===== src/rtl/iobus_hub.sv =====
// Memory-mapped IO hub: registered output ports, synchronized input ports,
// MCU clock-enable divider and a sticky flag for writes to unmapped addresses.
module iobus_hub #(
    parameter int unsigned N_OUT     = 2,
    parameter int unsigned N_IN      = 2,
    parameter logic [31:0] ADDR_BASE = 32'h1100_0000,
    parameter int unsigned DIV       = 2
) (
    input  logic                  CLK,
    input  logic                  RST,
    input  logic [31:0]           IOBUS_ADDR,
    input  logic [31:0]           IOBUS_OUT,
    input  logic                  IOBUS_WR,
    output logic [31:0]           IOBUS_IN,
    input  logic [32*N_IN-1:0]    IN_PORTS,
    output logic [32*N_OUT-1:0]   OUT_PORTS,
    output logic                  CLK_EN,
    output logic                  BAD_ADDR
);

    localparam logic [7:0]  CNT_MAX   = 8'(DIV - 1);
    localparam logic [29:0] OUT_WORDS = 30'(N_OUT);
    localparam logic [29:0] CLR_WORD  = 30'(N_IN);

    logic [7:0]              div_cnt;
    logic [31:0]             offset;
    logic [29:0]             word;
    logic                    aligned;
    logic                    out_hit;
    logic                    clr_hit;
    logic                    wr_acc;
    logic [N_OUT-1:0][31:0]  out_q;
    logic [N_IN-1:0][31:0]   sync_a;
    logic [N_IN-1:0][31:0]   sync_b;
    logic                    bad_q;
    logic [31:0]             rd_data;

    // Divider: CLK_EN is the terminal count, so DIV=1 keeps it high permanently.
    always_ff @(posedge CLK) begin
        if (RST) begin
            div_cnt <= '0;
        end else if (div_cnt == CNT_MAX) begin
            div_cnt <= '0;
        end else begin
            div_cnt <= div_cnt + 8'd1;
        end
    end

    assign CLK_EN = (div_cnt == CNT_MAX);

    // Decode relative to the base; addresses below the base wrap to huge offsets.
    assign offset  = IOBUS_ADDR - ADDR_BASE;
    assign word    = offset[31:2];
    assign aligned = (offset[1:0] == 2'b00);
    assign out_hit = aligned && (word < OUT_WORDS);
    assign clr_hit = aligned && (word == CLR_WORD);
    assign wr_acc  = IOBUS_WR && CLK_EN;

    always_ff @(posedge CLK) begin
        if (RST) begin
            out_q <= '0;
        end else if (wr_acc && out_hit) begin
            for (int unsigned k = 0; k < N_OUT; k++) begin
                if (word == 30'(k)) begin
                    out_q[k] <= IOBUS_OUT;
                end
            end
        end
    end

    assign OUT_PORTS = out_q;

    always_ff @(posedge CLK) begin
        if (RST) begin
            bad_q <= 1'b0;
        end else if (wr_acc) begin
            if (clr_hit && IOBUS_OUT[0]) begin
                bad_q <= 1'b0;
            end else if (!out_hit && !clr_hit) begin
                bad_q <= 1'b1;
            end
        end
    end

    assign BAD_ADDR = bad_q;

    always_ff @(posedge CLK) begin
        if (RST) begin
            sync_a <= '0;
            sync_b <= '0;
        end else begin
            sync_a <= IN_PORTS;
            sync_b <= sync_a;
        end
    end

    always_comb begin
        rd_data = '0;
        for (int unsigned k = 0; k < N_IN; k++) begin
            if (aligned && (word == 30'(k))) begin
                rd_data = sync_b[k];
            end
        end
        if (clr_hit) begin
            rd_data = {31'b0, bad_q};
        end
    end

    assign IOBUS_IN = rd_data;

endmodule


===== config.mk =====
export PLATFORM = sky130hd
export DESIGN_NAME = iobus_hub
export DESIGN_NICKNAME = d
export VERILOG_FILES = /design/src/rtl/iobus_hub.sv
export SDC_FILE = /design/constraint.sdc
export NUM_CORES = 1
export LEC_CHECK = 0
export CAP_MARGIN = 10
export CELL_PAD_IN_SITES_DETAIL_PLACEMENT = 1
export CELL_PAD_IN_SITES_GLOBAL_PLACEMENT = 2
export CORE_MARGIN = 3
export CORE_UTILIZATION = 29
export CTS_CLUSTER_SIZE = 28
export DETAILED_ROUTE_END_ITERATION = 10
export PLACE_DENSITY = 0.82
export SLEW_MARGIN = 30
export SYNTH_ARGS = -nofsm -noshare
export SYNTH_HDL_FRONTEND = slang
export SYNTH_SLANG_ARGS = --single-unit

===== constraint.sdc =====
create_clock -name CLK -period 3.45 [get_ports CLK]
set_clock_uncertainty 0.05 [all_clocks]
set_input_delay 0.69 -clock CLK [delete_from_list [all_inputs] [get_ports CLK]]
set_output_delay 0.69 -clock CLK [all_outputs]
set_load 0.02 [all_outputs]

==> results.py, run 1 <==
metrics = {
    "status": {
        "outcome": "finished clean",
    },
    "critical_path": {
        "worstReg2RegEnd": "OUT_PORTS[33]$_SDFFE_PP0P_",
        "crit_start": "IOBUS_ADDR[16]",
        "timing.rr.start": "div_cnt[0]$_SDFF_PP0_",
        "worstPathArrival_ps": 2650,
        "worst-setup-path-type": "in -> out",
        "endpoint_kind": "output port",
        "r2r_slack_ps": 1090,
        "crit_path_end": "IOBUS_IN[17]",
        "critPathLaunchType": "input port",
        "cp_max_fo": 6,
        "cp.required_ps": 2710,
        "ff2ff_path_depth": 6,
    },
    "clock_tree": {
        "cts.sinks": 201,
        "cts-root-buf": "clkbuf_16",
        "path_clk_slew_ps": 60,
        "clk-insertion-delay-late_ps": 500,
        "htreeDepth": 1,
        "clk_path_buf_depth": 3,
        "cts_made_buffers": 23,
        "postCtsHoldBufs": 0,
        "cts_tree": "done",
    },
    "placement": {
        "dpl_cell_area_mm2": 0.0100,
        "placedCellCount": 1200,
        "io_buffers": 228,
        "hpwl_mm": 14.1,
        "place_congestion": 0.719,
    },
    "die": {
        "start_util_pct": 29.8,
        "io_pins": 229,
        "die_y_um": 165,
        "core-area_mm2": 0.0245,
        "die-area_mm2": 0.0271,
        "die_w_um": 165,
        "row_count": 57,
    },
    "routing": {
        "wl_per_cell_um": 16.3,
        "drc": 0,
        "via_per_inst": 4.20,
        "first_pass_iters": 4,
        "drt-total-wl_mm": 20.3,
        "drtIter0Drc": 152,
        "vias": 5258,
        "final_antenna_net_count": 0,
    },
    "sta": {
        "relSlewSlack_pct": 53.4,
        "slew_violations": 0,
        "max_freq_ghz": 0.295,
        "fin_crit_ps": 3390,
        "hold_viol": 0,
        "finalCritPeriodShare_pct": 98.4,
        "tightestPinTransition_ps": 699,
        "setup_violations": 0,
    },
    "cells_and_area": {
        "final_nets": 1043,
        "fillCellCount": 2643,
        "fin_area_mm2": 0.0111,
        "fin_util_pct": 45.3,
        "stdcell_count": 1251,
        "area_growth_syn_to_layout_pct": 52.1,
        "drive_gt1_share_pct": 21.3,
    },
    "global_route": {
        "grt_pass1_vias": 5389,
        "grt_pass1_wl_mm": 29.8,
        "grt_max_degree": 114,
        "antenna_found_initial": 1,
        "track_usage_pct": 14.0,
        "grt_overflow": 0,
    },
    "yosys": {
        "synthDistinctLibCells": 33,
        "syn_area_mm2": 0.00730,
        "synth_cells": 658,
        "ys_warn_count": 0,
        "synth_nets": 791,
        "yosys_register_bits": 201,
        "avgSynthCellArea_um2": 11.1,
        "ys_seq_area_share_pct": 55.1,
        "synth_area_leaders": "dfxtp_1 (55%), mux2i_1 (13%), nor2b_1 (11%)",
        "yosys.area.top_type_share_pct": 55.1,
        "yosysTopAreaCell": "dfxtp_1",
    },
    "worst_hold_path": {
        "hold_class": "reg -> reg",
    },
    "power_and_ir_drop": {
        "p_leak_uw": 0.00458,
        "max-vdd-ir-drop_v": 0.000277,
        "p_per_area_mw_per_mm2": 464,
    },
    "flow_run": {
        "maxCapViolCount": 0,
    },
}
## layout by cell type, fill, tap and decap left out, types with 17 or more instances in the layout
cell type / count
mux2i_1: 96
buf_6: 17
dlymetal6s2s_1: 22
clkbuf_16: 25
dfxtp_1: 201
or2b_2: 54
clkdlybuf4s50_1: 170
nor2_1: 25
buf_4: 50
nand2b_1: 42
nor2b_1: 128
## cell type report
type,count,area [um2],area share (%)
diodes,2,5.00,0.0451
clock buffers,32,669,6.03
clock inverters,8,71.3,0.642
inverters,5,18.8,0.169
multi-input cells,411,3220,29.0
flip-flops and latches,201,4020,36.2
well taps,324,405,3.65
repair buffers,268,2700,24.3
## cell families after synthesis
family / Yosys count / share of synthesized area (%)
compound gates: 4 / 0.394
mux: 96 / 13.2
simple gates: 303 / 26.9
flops: 201 / 55.1
fa+ha+maj: 2 / 0.343
xor+xnor: 6 / 0.720
buf+inv: 46 / 3.39
## worst min path at each step
stage,start,cells past startpoint,slack [ps],end
detailed placement,sync_a[2]$_SDFF_PP0_,1,370,sync_b[2]$_SDFF_PP0_
finish,sync_a[41]$_SDFF_PP0_,1,380,sync_b[41]$_SDFF_PP0_
global placement,sync_a[12]$_SDFF_PP0_,1,370,sync_b[12]$_SDFF_PP0_
floorplan,sync_a[0]$_SDFF_PP0_,1,360,sync_b[0]$_SDFF_PP0_
CTS,sync_a[59]$_SDFF_PP0_,1,390,sync_b[59]$_SDFF_PP0_
global route,sync_a[15]$_SDFF_PP0_,1,400,sync_b[15]$_SDFF_PP0_
## what timing repair did
item                                    in CTS  in global routing
resized for setup                          173                 63
endpoints found under the setup margin      31                 32
pin swaps                                    3                  8
setup buffers                                2                  4
gates cloned                                 0                  3
## worst max-delay path, cell delays in order
cell and delay (ps):
clkdlybuf4s15_1 230, nor4_4 360, buf_4 190, nand3_4 70, or4_4 620, buf_6 190, nor2_1 130, buf_4 160
## sequential cells by signal, indices dropped and copies added, names as in the netlist
signal     cells
BAD_ADDR       1
OUT_PORTS     64
div_cnt        8
sync_a        64
sync_b        64
## metal layers
metal	vias to the layer above	part of all wire [%]	track usage, %
met5	-	0	0
met4	0	2.8	5.03
met3	33	5.8	3.11
met2	138	50	24.9
met1	2457	41	16.6
li1	2630	-	-
## stage by stage
stage	hold slack (ps)	power, uW	TNS (ps)	setup slack, ps
detailed placement	374	2840	-20920	-723
CTS	388	5230	-365	-30.0
floorplan	364	2630	0	346
global placement	367	2840	-21630	-705
finish	383	5150	0	55.5
global route	403	5400	-236	-23.2
## Yosys cell counts
cell type and number:
inv_1 5, xnor2_1 2, nor4_1 12, ha_1 2, clkbuf_1 31, nand3_1 6, nor2b_1 128, or4_4 1
nor2_1 43, and3_2 1, buf_6 3, nor3_1 1, dfxtp_1 201, nand4_1 4, nor4b_1 3, and3_1 1
nand4bb_4 1, xor2_1 4, nand2b_1 42, a311o_1 1, buf_2 3, nor4_4 1, or4b_1 1, a21oi_1 1
buf_12 3, or2_2 1, mux2i_1 96, a31oi_1 1, buf_1 1, or2b_2 54, or4_1 1, o31ai_1 1
nand2_1 2
## power by group
part           switching (uW)  total [uW]  internal [uW]
clock                     934        2360           1420
sequential               19.2        2420           2400
combinational             147         382            235
total                    1100        5150           4050
No activity file was read; power rests on OpenSTA's default activity.
==> run 2, diff against run 1 <==
--- a/config.mk
+++ b/config.mk
@@ -10,10 +10,10 @@
 export CELL_PAD_IN_SITES_GLOBAL_PLACEMENT = 2
 export CORE_MARGIN = 3
 export CORE_UTILIZATION = 29
-export CTS_CLUSTER_SIZE = 28
+export CTS_CLUSTER_SIZE = 25
 export DETAILED_ROUTE_END_ITERATION = 10
 export PLACE_DENSITY = 0.82
-export SLEW_MARGIN = 30
+export SLEW_MARGIN = 20
 export SYNTH_ARGS = -nofsm -noshare
 export SYNTH_HDL_FRONTEND = slang
 export SYNTH_SLANG_ARGS = --single-unit
==> results of run 2 <==
No change in the layout: final DEF, timing and power equal those of run 1.
==> run 3, diff against run 2 <==
--- a/config.mk
+++ b/config.mk
@@ -13,7 +13,7 @@
 export CTS_CLUSTER_SIZE = 25
 export DETAILED_ROUTE_END_ITERATION = 10
 export PLACE_DENSITY = 0.82
-export SLEW_MARGIN = 20
+export SLEW_MARGIN = 40
 export SYNTH_ARGS = -nofsm -noshare
 export SYNTH_HDL_FRONTEND = slang
 export SYNTH_SLANG_ARGS = --single-unit
==> results of run 3 <==
No change in the layout: final DEF, timing and power equal those of run 1.
==> edit 1 (settings of run 3) <==
`N_IN`: 2 -> 4.
--- a/src/rtl/iobus_hub.sv
+++ b/src/rtl/iobus_hub.sv
@@ -3,5 +3,5 @@
 module iobus_hub #(
     parameter int unsigned N_OUT     = 2,
-    parameter int unsigned N_IN      = 2,
+    parameter int unsigned N_IN      = 4,
     parameter logic [31:0] ADDR_BASE = 32'h1100_0000,
     parameter int unsigned DIV       = 2
Ports: changed (resized IN_PORTS); port bits go from 229 to 293. No check against the original RTL was run, so the function may have changed too.
==> edit 1 against run 3 <==
  * Power increased by 61%
  * Wire length grew 47%
  * Final area grew 42%
  * Worst setup slack worse by 0.056 ns
  * Final cell count increased by 45%
  * Count of clock-buffer cells in the layout up 25
  * Sequential power up 64%
  * Utilization fell by 2.5 points
  * Largest cell class unchanged
  * Synthesized area increased by 50%
  * Sequential cell count grew 128
==> edit 1: results (changes against run 3) <==
placed_design:
  preCtsSetupSlack_ns: -0.669  # was -0.723 ns
  io_buffers: 292  # was 228
  place.gp.congestion: 0.773  # was 0.719
  dp_cells: 1744  # was 1200
  place_hpwl_mm: 21.0  # was 14.1 mm
  placed_cell_area_um2: 14500  # was 10000 um2
synth:
  syn_inst: 992  # was 658
  synth_fp_nets: 1189  # was 791
  seq_area_frac_synth_pct: 60.2  # was 55.1%
  synthArstFlopShare_pct: 0  # unchanged
  synthDominantAreaCellType: "dfxtp_1"  # unchanged
  ys_types: 33  # unchanged
  yosys_warnings: 0  # unchanged
  yosys-top-cells-area: "dfxtp_1 60%, nor2b_1 15%, mux2i_1 5.9%, nand2b_1 5.7%, mux2_2 3.2%"  # was dfxtp_1 55%, mux2i_1 13%, nor2b_1 11%, or2b_2 6.5%, nand2b_1 3.6%
  yosys-top-cells-count: "329 x dfxtp_1, 256 x nor2b_1, 99 x nand2b_1"  # was 201 x dfxtp_1, 128 x nor2b_1, 96 x mux2i_1
global_route:
  grt_usage_pct: 14.5  # was 14.0%
  antenna_found_initial: 3  # was 1
  grt_pass1_wl_mm: 46.6  # was 29.8 mm
  grt_pass1_vias: 8132  # was 5389
  overflow: 0  # unchanged
  grt_max_degree: 140  # was 114
route:
  drt_iter0_drc: 213  # was 152
  wl_mm: 30.0  # was 20.3 mm
  dr.pass1.iters: 4  # unchanged
  via_count: 7729  # was 5258
layout:
  instances_no_fill: 1811  # was 1251
  drive_gt1_share_pct: 13.7  # was 21.3%
  nNetsFinal: 1477  # was 1043
  n_antenna_cell: 0  # was 2
worst_setup_path:
  rrSetupSlack_ns: 1.05  # was 1.09 ns
  max_stage_delay_ns: 0.42  # was 0.62 ns
  cp.arrival_ns: 2.71  # was 2.65 ns
  worst_path_max_delay_cell: "clkdlybuf4s50_1"  # was or4_4
  r2r_cells: 6  # unchanged
  critical_path.top_delay_family: "simple AND/OR/NAND/NOR gates"  # unchanged
  r2r-start: "div_cnt[0]$_SDFF_PP0_"  # unchanged
  worstPathMaxFanout: 31  # was 6
  reg2reg_to: "OUT_PORTS[49]$_SDFFE_PP0P_"  # was OUT_PORTS[33]$_SDFFE_PP0P_
timing:
  fin_ws_ns: 0.0000115  # was 0.0555 ns
  timing.hold.ws_ns: 0.382  # was 0.383 ns
  tightest_slew_ns: 0.727  # was 0.699 ns
outcome:
  outcome: "finished, final reports clean"  # unchanged
clocking:
  clk_latency_ns: 0.51
  clk_pin_slew_worst_paths_ns: 0.06  # about the same
  cts_buffer_depth: 3  # unchanged
  cts_root_buf: "clkbuf_16"  # unchanged
  cts_made_buffers: 37  # was 23
  htree_levels: 2  # was 1
worst_hold_path:
  holdCritPathClass: "reg -> reg"  # unchanged
  hp-start: "sync_a[8]$_SDFF_PP0_"  # was sync_a[41]$_SDFF_PP0_
  worstHoldPathCells: 1  # unchanged
  min_delay_worst_endpoint: "sync_b[8]$_SDFF_PP0_"  # was sync_b[41]$_SDFF_PP0_
power_and_ir_drop:
  peakVddDrop_uv: 299  # was 277 uV
  p_leak_nw: 6.17  # was 4.58 nW
  p_sw_share_pct: 21.5  # was 21.3%
edit 1: power groups by stage:
stage | clock (mW) | combinational (mW) | sequential (mW)
floorplan | 0 | 0.254 | 4.05
global placement | 0 | 0.571 | 4.06
detailed placement | 0 | 0.575 | 4.06
CTS | 3.91 | 0.582 | 3.98
global route | 4.08 | 0.630 | 3.99
finish | 3.76 | 0.576 | 3.98
edit 1: final cells by class:
cell class | count | area (um2)
Clock buffer | 57 | 1110
Timing Repair Buffer | 314 | 3100
Sequential cell | 329 | 6590
Inverter | 1 | 3.75
Clock inverter | 9 | 80.1
Multi-Input combinational cell | 597 | 4250
Tap cell | 504 | 631
Fill cell | 3987 | 21100
edit 1: worst max path at each step:
stage                              start            to  cells after the start
after floorplan           IOBUS_ADDR[17]  IOBUS_IN[10]                      6
after global placement    IOBUS_ADDR[18]   IOBUS_IN[2]                      7
after detailed placement  IOBUS_ADDR[29]  IOBUS_IN[19]                      7
after CTS                 IOBUS_ADDR[17]  IOBUS_IN[23]                      7
after global routing       IOBUS_ADDR[7]  IOBUS_IN[22]                      7
final                     IOBUS_ADDR[21]  IOBUS_IN[22]                      7
edit 1: worst reg2reg max path, stage by stage, from the launching register on:
cell	delay (ns)
dfxtp_1	0.38
ha_1	0.17
nor4b_1	0.50
nand4_1	0.16
or4_2	0.60
buf_12	0.22
mux2i_1	0.19
edit 1: cell families (layout without fill, tap and decap cells):
kind of cell             Yosys count  in the layout  share of synthesized area, %
AO/OA/AOI/OAI                     35             35                          2.08
XOR/XNOR                           6              6                         0.481
adder cells (fa/ha/maj)            2              2                         0.229
buffers and inverters             66            381                          2.62
flip-flops                       329            329                          60.2
multiplexers                      96             96                          9.26
AND/OR/NAND/NOR                  458            458                          25.1
edit 1: timing repair:
action	4_1_cts	5_1_grt
pin swaps	2	4
setup buffers	1	0
setup endpoints to repair	32	31
gates resized for setup	170	44
edit 1: per-layer routing:
metal  track usage (%)  up-vias  share of wire (%)
li1                  -     3787                  -
met1              17.7     3668                 43
met2              24.7      216                 47
met3              4.66       52                7.0
met4              4.02        6                2.3
met5                 0        -               0.14
==> edit 2 (settings of run 3) <==
Made on the original files. Add an input register stage for `IOBUS_ADDR`, `IOBUS_OUT`, `IOBUS_WR` and `IN_PORTS`; this delays them by one clock.
--- a/src/rtl/iobus_hub.sv
+++ b/src/rtl/iobus_hub.sv
@@ -22,4 +22,16 @@
     localparam logic [29:0] OUT_WORDS = 30'(N_OUT);
     localparam logic [29:0] CLR_WORD  = 30'(N_IN);
+
+    logic [31:0] IOBUS_ADDR_q;
+    logic [31:0] IOBUS_OUT_q;
+    logic IOBUS_WR_q;
+    logic [32*N_IN-1:0] IN_PORTS_q;
+
+    always_ff @(posedge CLK) begin
+        IOBUS_ADDR_q <= IOBUS_ADDR;
+        IOBUS_OUT_q  <= IOBUS_OUT;
+        IOBUS_WR_q   <= IOBUS_WR;
+        IN_PORTS_q   <= IN_PORTS;
+    end
 
     logic [7:0]              div_cnt;
@@ -50,10 +62,10 @@
 
     // Decode relative to the base; addresses below the base wrap to huge offsets.
-    assign offset  = IOBUS_ADDR - ADDR_BASE;
+    assign offset  = IOBUS_ADDR_q - ADDR_BASE;
     assign word    = offset[31:2];
     assign aligned = (offset[1:0] == 2'b00);
     assign out_hit = aligned && (word < OUT_WORDS);
     assign clr_hit = aligned && (word == CLR_WORD);
-    assign wr_acc  = IOBUS_WR && CLK_EN;
+    assign wr_acc  = IOBUS_WR_q && CLK_EN;
 
     always_ff @(posedge CLK) begin
@@ -63,5 +75,5 @@
             for (int unsigned k = 0; k < N_OUT; k++) begin
                 if (word == 30'(k)) begin
-                    out_q[k] <= IOBUS_OUT;
+                    out_q[k] <= IOBUS_OUT_q;
                 end
             end
@@ -75,5 +87,5 @@
             bad_q <= 1'b0;
         end else if (wr_acc) begin
-            if (clr_hit && IOBUS_OUT[0]) begin
+            if (clr_hit && IOBUS_OUT_q[0]) begin
                 bad_q <= 1'b0;
             end else if (!out_hit && !clr_hit) begin
@@ -90,5 +102,5 @@
             sync_b <= '0;
         end else begin
-            sync_a <= IN_PORTS;
+            sync_a <= IN_PORTS_q;
             sync_b <= sync_a;
         end
Behaviour: not the same (Yosys sat finds a counterexample within 4 cycles, from zero or initial values and one cycle with RST high).
==> edit 2 against run 3 <==
  * Critical path depth fell by 1
  * Register-to-register slack got worse by 0.18 ns
  * Sequential cell count rose by 129
  * Via count rose by 15%
  * Worst setup slack improved by 0.10 ns
  * Utilization fell by 3.6 points
  * Wire length rose by 11%
  * Highest routed layer is now met5
  * Power rose by 62%
  * Final area rose by 24%
  * Critical endpoint is now IOBUS_IN[31]
  * Synthesized area rose by 35%
==> edit 2: results (changes against run 3) <==
placed_design:
  io_buffers: 228  # unchanged
  preCtsSetupSlack_ns: 0.165  # was -0.723 ns
  place.gp.congestion: 0.723  # was 0.719
  place_hpwl_mm: 15.4  # was 14.1 mm
  placed_cell_area_um2: 12600  # was 10000 um2
worst_setup_path:
  r2r-start: "div_cnt[0]$_SDFF_PP0_"  # unchanged
  max_stage_delay_ns: 0.54  # was 0.62 ns
  cp.arrival_ns: 2.55  # was 2.65 ns
  worstSetupStartpoint: "IOBUS_ADDR_q[23]$_DFF_P_"  # was IOBUS_ADDR[16]
  r2r_cells: 6  # unchanged
  rrSetupSlack_ns: 0.91  # was 1.09 ns
  endpoint: "IOBUS_IN[31]"  # was IOBUS_IN[17]
  reg2reg_to: "OUT_PORTS[18]$_SDFFE_PP0P_"  # was OUT_PORTS[33]$_SDFFE_PP0P_
  worstPathMaxFanout: 23  # was 6
synth:
  synthArstFlopShare_pct: 0  # unchanged
  yosys_warnings: 0  # unchanged
  seq_area_frac_synth_pct: 66.8  # was 55.1%
  yosys-top-cells-area: "dfxtp_1 67%, mux2i_1 9.7%, nor2b_1 8.1%, or2b_2 4.9%, nand2b_1 2.6%"  # was dfxtp_1 55%, mux2i_1 13%, nor2b_1 11%, or2b_2 6.5%, nand2b_1 3.6%
  synth_fp_nets: 920  # was 791
  ys_types: 33  # unchanged
  yosys-top-cells-count: "330 x dfxtp_1, 128 x nor2b_1, 96 x mux2i_1"  # was 201 x dfxtp_1, 128 x nor2b_1, 96 x mux2i_1
layout:
  nNetsFinal: 1157  # was 1043
  drive_gt1_share_pct: 16.1  # was 21.3%
  fillers: 3531  # was 2643
  n_antenna_cell: 0  # was 2
clocking:
  clk_latency_ns: 0.52  # was 0.50 ns
  htree_levels: 2  # was 1
  cts_made_buffers: 38  # was 23
  clk_pin_slew_worst_paths_ns: 0.06  # about the same
  cts_root_buf: "clkbuf_16"  # unchanged
global_route:
  grt_max_degree: 131  # was 114
  grt_usage_pct: 12.3  # was 14.0%
  antenna_found_initial: 2  # was 1
  grt_pass1_wl_mm: 35.2  # was 29.8 mm
  grt_pass1_vias: 6475  # was 5389
route:
  viasPerCell: 4.05  # was 4.20
  wl_met2_mm: 11.4  # was 10.1 mm
  wl_met1_mm: 9.25  # was 8.44 mm
  wl_per_cell_um: 15.1  # was 16.3 um
  met3_length_mm: 1.18  # about the same
  drt_iter0_drc: 161  # was 152
  highest_layer: "met5"  # was met4
power_and_ir_drop:
  p_leak_nw: 5.50  # was 4.58 nW
  peakVddDrop_uv: 298  # was 277 uV
outcome:
  outcome: "finished, final reports clean"  # unchanged
timing:
  max_freq_mhz: 304  # was 295 MHz
  slew_headroom_pct: 50.7  # was 53.4%
-- edit 2: worst min-delay path by stage --
stage	startpoint	endpoint	slack, ns	depth (start not counted)
detailed placement	IN_PORTS_q[12]$_DFF_P_	sync_a[12]$_SDFF_PP0_	0.37	1
floorplan	IN_PORTS_q[0]$_DFF_P_	sync_a[0]$_SDFF_PP0_	0.36	1
finish	IN_PORTS_q[46]$_DFF_P_	sync_a[46]$_SDFF_PP0_	0.38	1
CTS	IN_PORTS_q[7]$_DFF_P_	sync_a[7]$_SDFF_PP0_	0.39	1
global placement	IN_PORTS_q[16]$_DFF_P_	sync_a[16]$_SDFF_PP0_	0.37	1
global route	IN_PORTS_q[27]$_DFF_P_	sync_a[27]$_SDFF_PP0_	0.39	1
-- edit 2: final cells by class --
cell class | instances | area (um2) | area share [%]
Sequential cell | 330 | 6610 | 48.0
Multi-Input combinational cell | 411 | 3060 | 22.3
Timing Repair Buffer | 238 | 2240 | 16.3
Clock buffer | 57 | 1140 | 8.30
Tap cell | 442 | 553 | 4.02
Clock inverter | 11 | 135 | 0.982
Inverter | 5 | 18.8 | 0.136
-- edit 2: metrics by stage --
step | utilization, % | power (mW) | cells
floorplan | - | 4.24 | 787
global placement | 38.1 | 4.44 | 1426
detailed placement | 38.1 | 4.45 | 1426
CTS | 41.9 | 8.50 | 1494
global route | 41.7 | 8.73 | 1494
finish | 41.7 | 8.34 | 1494
-- edit 2: per-layer routing --
layer  vias to the layer above  GRT usage, %
met1                      2852          13.8
li1                       3001             -
met4                         4          4.37
met5                         -             0
met2                       141          22.5
met3                        52          3.07
-- edit 2: cells by family after synthesis --
group,synth area share (%)
flops,66.8
simple gates,19.9
mux,9.72
buf+inv,2.51
xor+xnor,0.531
compound gates,0.291
fa+ha+maj,0.253
-- edit 2: timing repair --
item,in CTS,in global routing
hold endpoints to repair,0,0
resized for setup,39,60
endpoints found under the setup margin,31,32
setup buffers,0,0
hold buffers,0,0
-- edit 2: where the power goes --
group	switching, mW	internal (mW)	total, mW
logic	0.123	0.228	0.351
registers	0.0481	3.97	4.02
clock network	1.52	2.45	3.97
-- edit 2: worst max-delay path, delay by kind of cell, from the launching register on --
kind          cells  cell delay, ns
simple gates      4            1.07
buf+inv           3            0.65
flops             1            0.32
